--- config.mk ---
export PLATFORM = sky130hd
export DESIGN_NAME = bt_target_pipe_flat
export DESIGN_NICKNAME = d
export VERILOG_FILES = /design/src/rtl/bt_target_pipe_pkg.sv /design/src/rtl/bt_target_pipe_if.sv /design/src/rtl/bt_pipe_stage.sv /design/src/rtl/bt_target_pipe.sv /design/src/flat_wrapper.sv
export SDC_FILE = /design/constraint.sdc
export NUM_CORES = 1
export LEC_CHECK = 0
export ABC_AREA = 1
export BUFFER_PORTS_ARGS = -buffer_cell sky130_fd_sc_hd__buf_2
export CORE_UTILIZATION = 59
export CTS_CLUSTER_SIZE = 25
export DETAILED_ROUTE_END_ITERATION = 8
export PLACE_DENSITY = 0.88
export SYNTH_ARGS = -nofsm -noshare
export SYNTH_HDL_FRONTEND = slang
export SYNTH_SLANG_ARGS = --single-unit
--- constraint.sdc ---
create_clock -name clk_i -period 5.15 [get_ports clk_i]
set_clock_uncertainty 0.1 [all_clocks]
set_input_delay 0.515 -clock clk_i [delete_from_list [all_inputs] [get_ports clk_i]]
set_output_delay 0.515 -clock clk_i [all_outputs]
set_load 0.01 [all_outputs]
--- src/rtl/bt_target_pipe_pkg.sv ---
// Shared core package slice used by the branch-target unit.
// Holds the operand-select enums shared with the decoder, plus the PC
// increment constants used for the link address and the PC-increment operand.
package bt_target_pipe_pkg;

    // Operand A selection: only REG_A picks rs1; every other code selects the PC.
    typedef enum logic [1:0] {
        OP_A_REG_A  = 2'd0,
        OP_A_FWD    = 2'd1,
        OP_A_CURRPC = 2'd2,
        OP_A_IMM    = 2'd3
    } op_a_sel_e;

    // Operand B selection: I/B/J immediates or the PC increment; any other
    // code falls back to the increment.
    typedef enum logic [2:0] {
        IMM_B_I         = 3'd0,
        IMM_B_S         = 3'd1,
        IMM_B_B         = 3'd2,
        IMM_B_U         = 3'd3,
        IMM_B_J         = 3'd4,
        IMM_B_INCR_PC   = 3'd5,
        IMM_B_INCR_ADDR = 3'd6
    } imm_b_sel_e;

    localparam int BT_INCR_C = 2;  // 16-bit instruction
    localparam int BT_INCR_W = 4;  // 32-bit instruction

endpackage

--- src/rtl/bt_target_pipe_if.sv ---
// Bus bundle for the branch-target unit.
// master: EX-stage driver (op inputs, flush, downstream ready).
// slave : bt_target_pipe (ready_o, result outputs, occupancy).
interface bt_target_pipe_if #(
    parameter int XLEN   = 32,
    parameter int STAGES = 2
);
    import bt_target_pipe_pkg::*;

    localparam int OCC_W = $clog2(STAGES + 1);

    logic             flush_i;
    logic             valid_i;
    logic             ready_o;
    op_a_sel_e        bt_a_mux_sel_i;
    imm_b_sel_e       bt_b_mux_sel_i;
    logic [XLEN-1:0]  imm_i_type_i;
    logic [XLEN-1:0]  imm_b_type_i;
    logic [XLEN-1:0]  imm_j_type_i;
    logic [XLEN-1:0]  rf_rdata_a_i;
    logic [XLEN-1:0]  pc_i;
    logic             instr_is_compressed_i;
    logic             valid_o;
    logic             ready_i;
    logic [XLEN-1:0]  target_o;
    logic [XLEN-1:0]  link_o;
    logic             misaligned_o;
    logic [OCC_W-1:0] occupancy_o;

    modport master (
        output flush_i, valid_i, bt_a_mux_sel_i, bt_b_mux_sel_i,
               imm_i_type_i, imm_b_type_i, imm_j_type_i, rf_rdata_a_i,
               pc_i, instr_is_compressed_i, ready_i,
        input  ready_o, valid_o, target_o, link_o, misaligned_o, occupancy_o
    );

    modport slave (
        input  flush_i, valid_i, bt_a_mux_sel_i, bt_b_mux_sel_i,
               imm_i_type_i, imm_b_type_i, imm_j_type_i, rf_rdata_a_i,
               pc_i, instr_is_compressed_i, ready_i,
        output ready_o, valid_o, target_o, link_o, misaligned_o, occupancy_o
    );

endinterface

--- src/rtl/bt_pipe_stage.sv ---
// One elastic pipeline register with valid/ready/flush.
// Ports: clk, rst (sync, active-high), flush; in_vld/in_data from the previous
// stage; rdy = this stage can accept, rdy_nxt = next stage can accept (both
// computed by the parent); out_vld/out_data registered toward the next stage.
module bt_pipe_stage #(
    parameter int W = 8
) (
    input  logic         clk,
    input  logic         rst,
    input  logic         flush,
    input  logic         in_vld,
    input  logic [W-1:0] in_data,
    input  logic         rdy,
    input  logic         rdy_nxt,
    output logic         out_vld,
    output logic [W-1:0] out_data
);

    always_ff @(posedge clk) begin
        if (rst) begin
            out_vld  <= 1'b0;
            out_data <= '0;
        end else if (flush) begin
            // Data is left stale; only the valid bit matters.
            out_vld <= 1'b0;
        end else if (in_vld && rdy) begin
            out_vld  <= 1'b1;
            out_data <= in_data;
        end else if (rdy_nxt) begin
            // Content moved on and nothing replaced it.
            out_vld <= 1'b0;
        end
    end

endmodule

--- src/rtl/bt_target_pipe.sv ---
// Pipelined branch-target unit for the EX stage.
// Selects operand A (rs1 or PC) and B (I/B/J immediate or PC increment), adds
// them, clears bit 0 for JALR, computes the link address and the misalignment
// flag, then pushes {misaligned, link, target} through STAGES elastic stages.
// Ports: clk_i, rst_i (sync, active-high); bus (slave modport) carries the
// op inputs, flush, valid/ready handshakes, results and occupancy.
module bt_target_pipe
    import bt_target_pipe_pkg::*;
#(
    parameter int XLEN   = 32,
    parameter int STAGES = 2,
    parameter int RV32C  = 1
) (
    input  logic              clk_i,
    input  logic              rst_i,
    bt_target_pipe_if.slave   bus
);

    localparam int PW    = 2 * XLEN + 1;
    localparam int OCC_W = $clog2(STAGES + 1);

    logic [XLEN-1:0] op_a, op_b, incr, sum, target, link;
    logic            is_jalr, mis;

    // ---------------- combinational front end ----------------
    always_comb begin
        incr = (RV32C != 0 && bus.instr_is_compressed_i) ? XLEN'(BT_INCR_C)
                                                         : XLEN'(BT_INCR_W);
        op_a = (bus.bt_a_mux_sel_i == OP_A_REG_A) ? bus.rf_rdata_a_i : bus.pc_i;
        case (bus.bt_b_mux_sel_i)
            IMM_B_I: op_b = bus.imm_i_type_i;
            IMM_B_B: op_b = bus.imm_b_type_i;
            IMM_B_J: op_b = bus.imm_j_type_i;
            default: op_b = incr;
        endcase
        sum     = op_a + op_b;
        is_jalr = (bus.bt_a_mux_sel_i == OP_A_REG_A) && (bus.bt_b_mux_sel_i == IMM_B_I);
        target  = is_jalr ? {sum[XLEN-1:1], 1'b0} : sum;
        link    = bus.pc_i + incr;
    end

    generate
        if (RV32C != 0) begin : g_align_c
            assign mis = target[0];
        end else begin : g_align_w
            assign mis = |target[1:0];
        end
    endgenerate

    // ---------------- elastic stage chain ----------------
    logic [STAGES:0]          vld_pipe;
    logic [STAGES:0][PW-1:0]  dat_pipe;
    logic [STAGES+1:1]        rdy;
    logic                     all_v;

    assign vld_pipe[0] = bus.valid_i;
    assign dat_pipe[0] = {mis, link, target};

    // rdy[k] = ~vld[k] | rdy[k+1], unrolled: stage k stalls only when it and
    // every stage after it are valid while downstream is not ready. Computed
    // from registered valids so there is no combinational chain between stages.
    always_comb begin
        all_v        = 1'b1;
        rdy          = '0;
        rdy[STAGES+1] = bus.ready_i;
        for (int k = STAGES; k >= 1; k--) begin
            all_v  = all_v & vld_pipe[k];
            rdy[k] = bus.ready_i | ~all_v;
        end
    end

    generate
        for (genvar k = 1; k <= STAGES; k++) begin : g_stg
            bt_pipe_stage #(.W(PW)) u_stg (
                .clk      (clk_i),
                .rst      (rst_i),
                .flush    (bus.flush_i),
                .in_vld   (vld_pipe[k-1]),
                .in_data  (dat_pipe[k-1]),
                .rdy      (rdy[k]),
                .rdy_nxt  (rdy[k+1]),
                .out_vld  (vld_pipe[k]),
                .out_data (dat_pipe[k])
            );
        end
    endgenerate

    // ---------------- outputs ----------------
    logic [OCC_W-1:0] occ;

    always_comb begin
        occ = '0;
        for (int k = 1; k <= STAGES; k++) occ = occ + OCC_W'(vld_pipe[k]);
    end

    assign bus.ready_o     = rdy[1];
    assign bus.valid_o     = vld_pipe[STAGES];
    assign bus.occupancy_o = occ;
    assign {bus.misaligned_o, bus.link_o, bus.target_o} = dat_pipe[STAGES];

endmodule

--- src/flat_wrapper.sv ---
// flat-port wrapper written by rule: the top's interface ports become plain ports
module bt_target_pipe_flat import bt_target_pipe_pkg::*;
#(
    parameter int XLEN   = 32,
    parameter int STAGES = 2,
    parameter int RV32C  = 1
)
  (clk_i, rst_i, bus_flush_i, bus_valid_i, bus_bt_a_mux_sel_i, bus_bt_b_mux_sel_i, bus_imm_i_type_i, bus_imm_b_type_i, bus_imm_j_type_i, bus_rf_rdata_a_i, bus_pc_i, bus_instr_is_compressed_i, bus_ready_i, bus_ready_o, bus_valid_o, bus_target_o, bus_link_o, bus_misaligned_o, bus_occupancy_o);
  bt_target_pipe_if #(.XLEN(XLEN), .STAGES(STAGES)) bus_i ();
  input  logic clk_i;
  input  logic rst_i;
  input wire logic [$bits(bus_i.flush_i)-1:0] bus_flush_i;
  input wire logic [$bits(bus_i.valid_i)-1:0] bus_valid_i;
  input wire logic [$bits(bus_i.bt_a_mux_sel_i)-1:0] bus_bt_a_mux_sel_i;
  input wire logic [$bits(bus_i.bt_b_mux_sel_i)-1:0] bus_bt_b_mux_sel_i;
  input wire logic [$bits(bus_i.imm_i_type_i)-1:0] bus_imm_i_type_i;
  input wire logic [$bits(bus_i.imm_b_type_i)-1:0] bus_imm_b_type_i;
  input wire logic [$bits(bus_i.imm_j_type_i)-1:0] bus_imm_j_type_i;
  input wire logic [$bits(bus_i.rf_rdata_a_i)-1:0] bus_rf_rdata_a_i;
  input wire logic [$bits(bus_i.pc_i)-1:0] bus_pc_i;
  input wire logic [$bits(bus_i.instr_is_compressed_i)-1:0] bus_instr_is_compressed_i;
  input wire logic [$bits(bus_i.ready_i)-1:0] bus_ready_i;
  output wire logic [$bits(bus_i.ready_o)-1:0] bus_ready_o;
  output wire logic [$bits(bus_i.valid_o)-1:0] bus_valid_o;
  output wire logic [$bits(bus_i.target_o)-1:0] bus_target_o;
  output wire logic [$bits(bus_i.link_o)-1:0] bus_link_o;
  output wire logic [$bits(bus_i.misaligned_o)-1:0] bus_misaligned_o;
  output wire logic [$bits(bus_i.occupancy_o)-1:0] bus_occupancy_o;
  assign bus_i.flush_i = bus_flush_i;
  assign bus_i.valid_i = bus_valid_i;
  assign bus_i.bt_a_mux_sel_i = bus_bt_a_mux_sel_i;
  assign bus_i.bt_b_mux_sel_i = bus_bt_b_mux_sel_i;
  assign bus_i.imm_i_type_i = bus_imm_i_type_i;
  assign bus_i.imm_b_type_i = bus_imm_b_type_i;
  assign bus_i.imm_j_type_i = bus_imm_j_type_i;
  assign bus_i.rf_rdata_a_i = bus_rf_rdata_a_i;
  assign bus_i.pc_i = bus_pc_i;
  assign bus_i.instr_is_compressed_i = bus_instr_is_compressed_i;
  assign bus_i.ready_i = bus_ready_i;
  assign bus_ready_o = bus_i.ready_o;
  assign bus_valid_o = bus_i.valid_o;
  assign bus_target_o = bus_i.target_o;
  assign bus_link_o = bus_i.link_o;
  assign bus_misaligned_o = bus_i.misaligned_o;
  assign bus_occupancy_o = bus_i.occupancy_o;
  bt_target_pipe #(.XLEN(XLEN), .STAGES(STAGES), .RV32C(RV32C)) u_core (.clk_i(clk_i), .rst_i(rst_i), .bus(bus_i));
endmodule
# ---- Word-level counts from Yosys, hierarchy flattened
# Cells that the tools add are included.
dict set report word_totals {
  regBits 132
  inputBits 171
  output_inout_bits 69
  elab_cells 33
}
dict set report classes {
  addsub 3
  eq_ne 2
  mux 8
  n_bitwise 6
  reduce_logical 10
}
# op count
set ops {}
lappend ops {{32-bit case mux with 3 select lines} 1}
lappend ops {{32-bit adder} 2}
lappend ops {{32-bit two-way mux} 1}
lappend ops {{1-bit two-way mux} 5}
lappend ops {{2-bit AND reduction} 2}
lappend ops {{2-bit nonzero test} 2}
lappend ops {{3-bit by 2-bit equality test with 1-bit output (second input constant)} 1}
lappend ops {{3-bit equality test (second input constant)} 1}
lappend ops {{1-bit logical AND} 3}
lappend ops {{3-bit logical NOT} 1}
lappend ops {{3-bit two-way mux} 1}
lappend ops {{1-bit inverter} 3}
lappend ops {{1-bit by 1-bit adder with 2-bit output} 1}
lappend ops {{2-bit logical NOT} 1}
lappend ops {{1-bit bitwise OR} 2}
lappend ops {{2-bit OR reduction} 1}
lappend ops {{1-bit AND} 1}

# ---- Depth between registers and ports, before layout
dict set report logic_depth {
  ltp_word 5
  depth_mapped 21
  ltp_nobuf 20
}

# ---- By module
# From an unflattened synthesis, not the netlist that was laid out.
dict set report unflattened {
  cells_unflattened 1737
  hier_area_um2 9640.5
}
# mod n_inst cells_per_inst area_per_inst_um2 seq_area_each_um2
set by_module_without_submodules {}
lappend by_module_without_submodules {bt_pipe_stage 2 419 2713.9 1321.3}
lappend by_module_without_submodules {bt_target_pipe 1 899 4212.8 0.0}

# ---- Least setup slack after synthesis
# OpenSTA, ideal clock, no wires.
dict set report synth_timing {
  path_type {input port to flip-flop}
  start {input port bus_bt_a_mux_sel_i[1]}
  end {register u_core.g_stg[1].u_stg.out_data[20]}
  setup_ns 0.109
  arrival_time_ns 2.545
  required_ns 4.941
  path_slack_ns 2.396
  path_stages 17
  n_path_buf 1
  path_cell_list {nor2_1 buf_2 inv_1 nand2_1 nand2_1 ha_1 fa_1 nand3_1 nand3_1 nand3_1 nand3_1 nand3_1 nand2_1 nand2_1 nand3_1 nand2_1 inv_1}
}
dict set report synth_between {
  elab_chain_cells 3
}
# element line_no
set synth_rtl {}
lappend synth_rtl {{from (decl)} flat_wrapper.sv:14} ;# input wire logic [$bits(bus_i.bt_a_mux_sel_i)-1:0] bus_bt_a_mux_sel_i;
lappend synth_rtl {{2-bit logical NOT} bt_target_pipe.sv:29} ;# op_a = (bus.bt_a_mux_sel_i == OP_A_REG_A) ? bus.rf_rdata_a_i : bus.pc_i;
lappend synth_rtl {{32-bit two-way mux} bt_target_pipe.sv:29}
lappend synth_rtl {{32-bit adder} bt_target_pipe.sv:36} ;# sum = op_a + op_b;
lappend synth_rtl {{to (signal assigned)} bt_pipe_stage.sv:28} ;# out_data <= in_data;
lappend synth_rtl {{to (decl)} bt_pipe_stage.sv:16} ;# output logic [W-1:0] out_data
# Every way passes these cells.
# A chain may end at the register's enable or synchronous reset.

# ---- Worst setup path after layout
dict set report layout_timing {
  start {input port bus_bt_b_mux_sel_i[0]}
  end {register u_core.g_stg[1].u_stg.out_data[21]}
}
dict set report layout_between {
  elab_chain_cells 3
  elab_cells_between_ends 5
  classes_between {add/sub: 1; eq/ne: 2; mux: 1; reduce/logical: 1}
}
# element line_no
set layout_rtl {}
lappend layout_rtl {{from (decl)} flat_wrapper.sv:15} ;# input wire logic [$bits(bus_i.bt_b_mux_sel_i)-1:0] bus_bt_b_mux_sel_i;
lappend layout_rtl {{3-bit equality test (tied with other cells)} bt_target_pipe.sv:30} ;# case (bus.bt_b_mux_sel_i)
lappend layout_rtl {{32-bit case mux with 3 select lines *} bt_target_pipe.sv:30}
lappend layout_rtl {{32-bit adder *} bt_target_pipe.sv:36}
# Mark *: on every way between the ends. The rest lies on a longest branch, timed or not.

==> flow_metrics.py <==
metrics = {
    "status": {
        "status": "completed",
    },
    "clock_network": {
        "tritoncts": "done",
        "clock_path_buffers": 2,
        "cts_resized": 0,
        "cts_setup_buffers": 0,
        "holdBufCountCts": 0,
        "clkSinkCount": 130,
        "htreeDepth": 4,
        "clk_latency_ps": 420,
        "clk_pin_slew_ps": 60,
        "cts_root_buf": "clkbuf_16",
        "numCtsBuffers": 17,
    },
    "floorplanning": {
        "die_y_um": 128.0,
        "die_x_um": 128.0,
        "dieArea_sq_um": 16390,
        "core_sq_um": 15370,
        "ios": 240,
        "start_util": 0.6094,
        "row_count": 45,
    },
    "setup_path": {
        "end_kind": "flip-flop",
        "critPathMaxFanout": 33,
        "cp_slowest_stage_delay_ps": 890,
        "slowest_stage": "nor2_2",
        "cp_common_cell": "nand2_1",
        "arrival_ps": 3520,
        "worstSetupPathType": "in2reg",
        "required_ps": 5380,
        "path_cells": "buf_2, inv_1, nand2_1, nor2_2, nand2_1, a32o_1, inv_1, ha_1, nor2_1, inv_1, nand3_1, nand2_1, nand2_1, nand2_1, nand2_1, nand2_1, nand2_1, nand3_1, nand2_1, inv_1",
        "cp-start-kind": "primary input",
    },
    "yosys": {
        "synth_top_area_frac": 0.2778,
        "synth_area_leaders": "dfxtp_1 28%, nand2_1 18%, inv_1 8.9%, nor2_1 7.6%, o21ai_0 6.9%",
        "synth_cell_types": 38,
        "synth-async-reset-ratio": 0,
        "synth_seq_cells": 130,
        "synth_edf_count": 0,
        "yosysMostFrequentCell": "nand2_1",
        "syn-instance-count": 1559,
        "post_synth_instance_area_sq_um": 9368,
        "synth_ff_type": "dfxtp_1",
        "yosysSeqAreaShare": 0.2778,
        "ys_warn_count": 0,
        "syn-num-nets": 1766,
        "synth_largest_area_cell": "dfxtp_1",
        "syn_area_per_cell_sq_um": 6.009,
        "synth_common_cells": "455 x nand2_1, 223 x inv_1, 189 x nor2_1",
    },
    "pwr": {
        "powerDensity_nw_per_um2": 279.3,
        "report.power.total_mw": 3.012,
        "vdd_ir_drop_max_v": 0.0002631,
        "p_leak_nw": 6.208,
    },
    "detailed_routing": {
        "first_pass_iters": 6,
        "via_count": 10350,
        "ant_nets": 0,
        "totalWireLength_um": 30800,
        "via_per_inst": 5.372,
        "drt_iter0_drc": 964,
        "drc_errors": 0,
        "routedWlPerCell_um": 15.98,
    },
    "placed_design": {
        "dp_hpwl_um": 24080,
        "gp_congestion": 1.028,
        "io_buffers": 239,
    },
    "finish": {
        "nets": 1910,
        "syn2layout_area_growth_pct": 15.11,
        "num_antenna_cells": 0,
        "num-fill-cells": 1374,
        "drive_above_1_share": 0.1783,
    },
    "sta": {
        "max_freq_mhz": 304.1,
        "hold_viol": 0,
        "tns_ps": 0,
        "fin_crit_sh": 0.6386,
        "setup_viol": 0,
        "worst_pin_slew_ps": 1159,
        "rsz0062_at_grt": "false",
        "relSlewSlack": 0.2275,
        "fin_crit_ps": 3289,
        "slew_violations": 0,
    },
    "global_route": {
        "grt_first_pass_wirelength_um": 47820,
        "antenna_found_initial": 0,
        "grt_max_degree": 82,
        "gr-total-overflow": 0,
        "grt_usage": 0.3834,
        "grt_pass1_vias": 9417,
    },
    "hold_path": {
        "hold_class": "in2reg",
    },
    "flow_run": {
        "cap_viol_max_count": 0,
    },
}
per-layer routing:
| layer | vias to the layer above | track usage | part of all wire |
|---|---|---|---|
| met5 | - | 0 | 0 |
| met4 | 0 | 0.1751 | 0.042 |
| met2 | 508 | 0.5860 | 0.42 |
| li1 | 5100 | - | - |
| met1 | 4673 | 0.5195 | 0.45 |
| met3 | 71 | 0.07805 | 0.085 |
cell type report:
| class | instances | area (sq um) | area share |
|---|---|---|---|
| tap | 211 | 264.0 | 0.02448 |
| sequential | 130 | 2603 | 0.2414 |
| multi-input combinational | 1081 | 5218 | 0.4839 |
| clock inverter | 13 | 148.9 | 0.01381 |
| timing repair buffer | 245 | 1241 | 0.1151 |
| inverter | 228 | 855.8 | 0.07937 |
| clock buffer | 19 | 452.9 | 0.04201 |
flip-flops by register name (all words and copies together), names as in the netlist:
register / flops
u_core.g_stg.u_stg.out_vld: 2
u_core.g_stg.u_stg.out_data: 128
cells by family (layout without fill, tap and decap cells):
| group | count (synthesis) | count (layout) | share of synthesized area |
|---|---|---|---|
| buf+inv | 348 | 505 | 0.1678 |
| simple gates | 792 | 792 | 0.3482 |
| xor+xnor | 19 | 19 | 0.01776 |
| fa+ha+maj | 36 | 36 | 0.04969 |
| compound gates | 234 | 234 | 0.1388 |
| flops | 130 | 130 | 0.2778 |
report_power, final:
part / switching (mW) / leakage, nW / internal (mW)
Combinational: 0.443 / 4.85 / 0.231
Clock: 0.499 / 0.293 / 0.747
Sequential: 0.0299 / 1.06 / 1.06
Total: 0.972 / 6.21 / 2.04
final timing paths:
kind	start	end	slack (ps)	depth (start not counted)
setup / recovery	bus_bt_b_mux_sel_i[0]	u_core.g_stg[1].u_stg.out_data[21]	1860	20
hold / removal	bus_ready_i	u_core.g_stg[2].u_stg.out_vld	270	4
setup reg to reg	u_core.g_stg[2].u_stg.out_vld	u_core.g_stg[1].u_stg.out_data[14]	2500	8
hold reg to reg	u_core.g_stg[1].u_stg.out_data[55]	u_core.g_stg[2].u_stg.out_data[55]	370	2
worst max-delay path, delay by kind of cell:
kind                     cells  cell delay [ps]
AND/OR/NAND/NOR             13             2000
buffers and inverters        5              370
adder cells (fa/ha/maj)      1              320
AO/OA/AOI/OAI                1              310
stage by stage:
stage                     std cells  area (sq um)  hold WS [ps]    util  setup WS, ps
after floorplan                1559          9368         329.7       -          2396
after global placement         1895         10180         343.8  0.6624          1600
after detailed placement       1895         10180         361.0  0.6624          1486
after CTS                      1927         10780         267.0  0.7015          1931
after global routing           1927         10780         281.5  0.7015          1512
final                          1927         10780         272.2  0.7015          1861
cells in the final DEF, fill, tap and decap left out, types with 17 or more instances in the layout:
master / instances
o21ai_0: 129
nand2_1: 455
inv_1: 222
a21oi_1: 52
nand3_1: 101
ha_1: 34
clkbuf_16: 17
o21bai_1: 18
xor2_1: 18
nor2_1: 186
buf_2: 239
dfxtp_1: 130
Power figures use the tool's default switching activity.
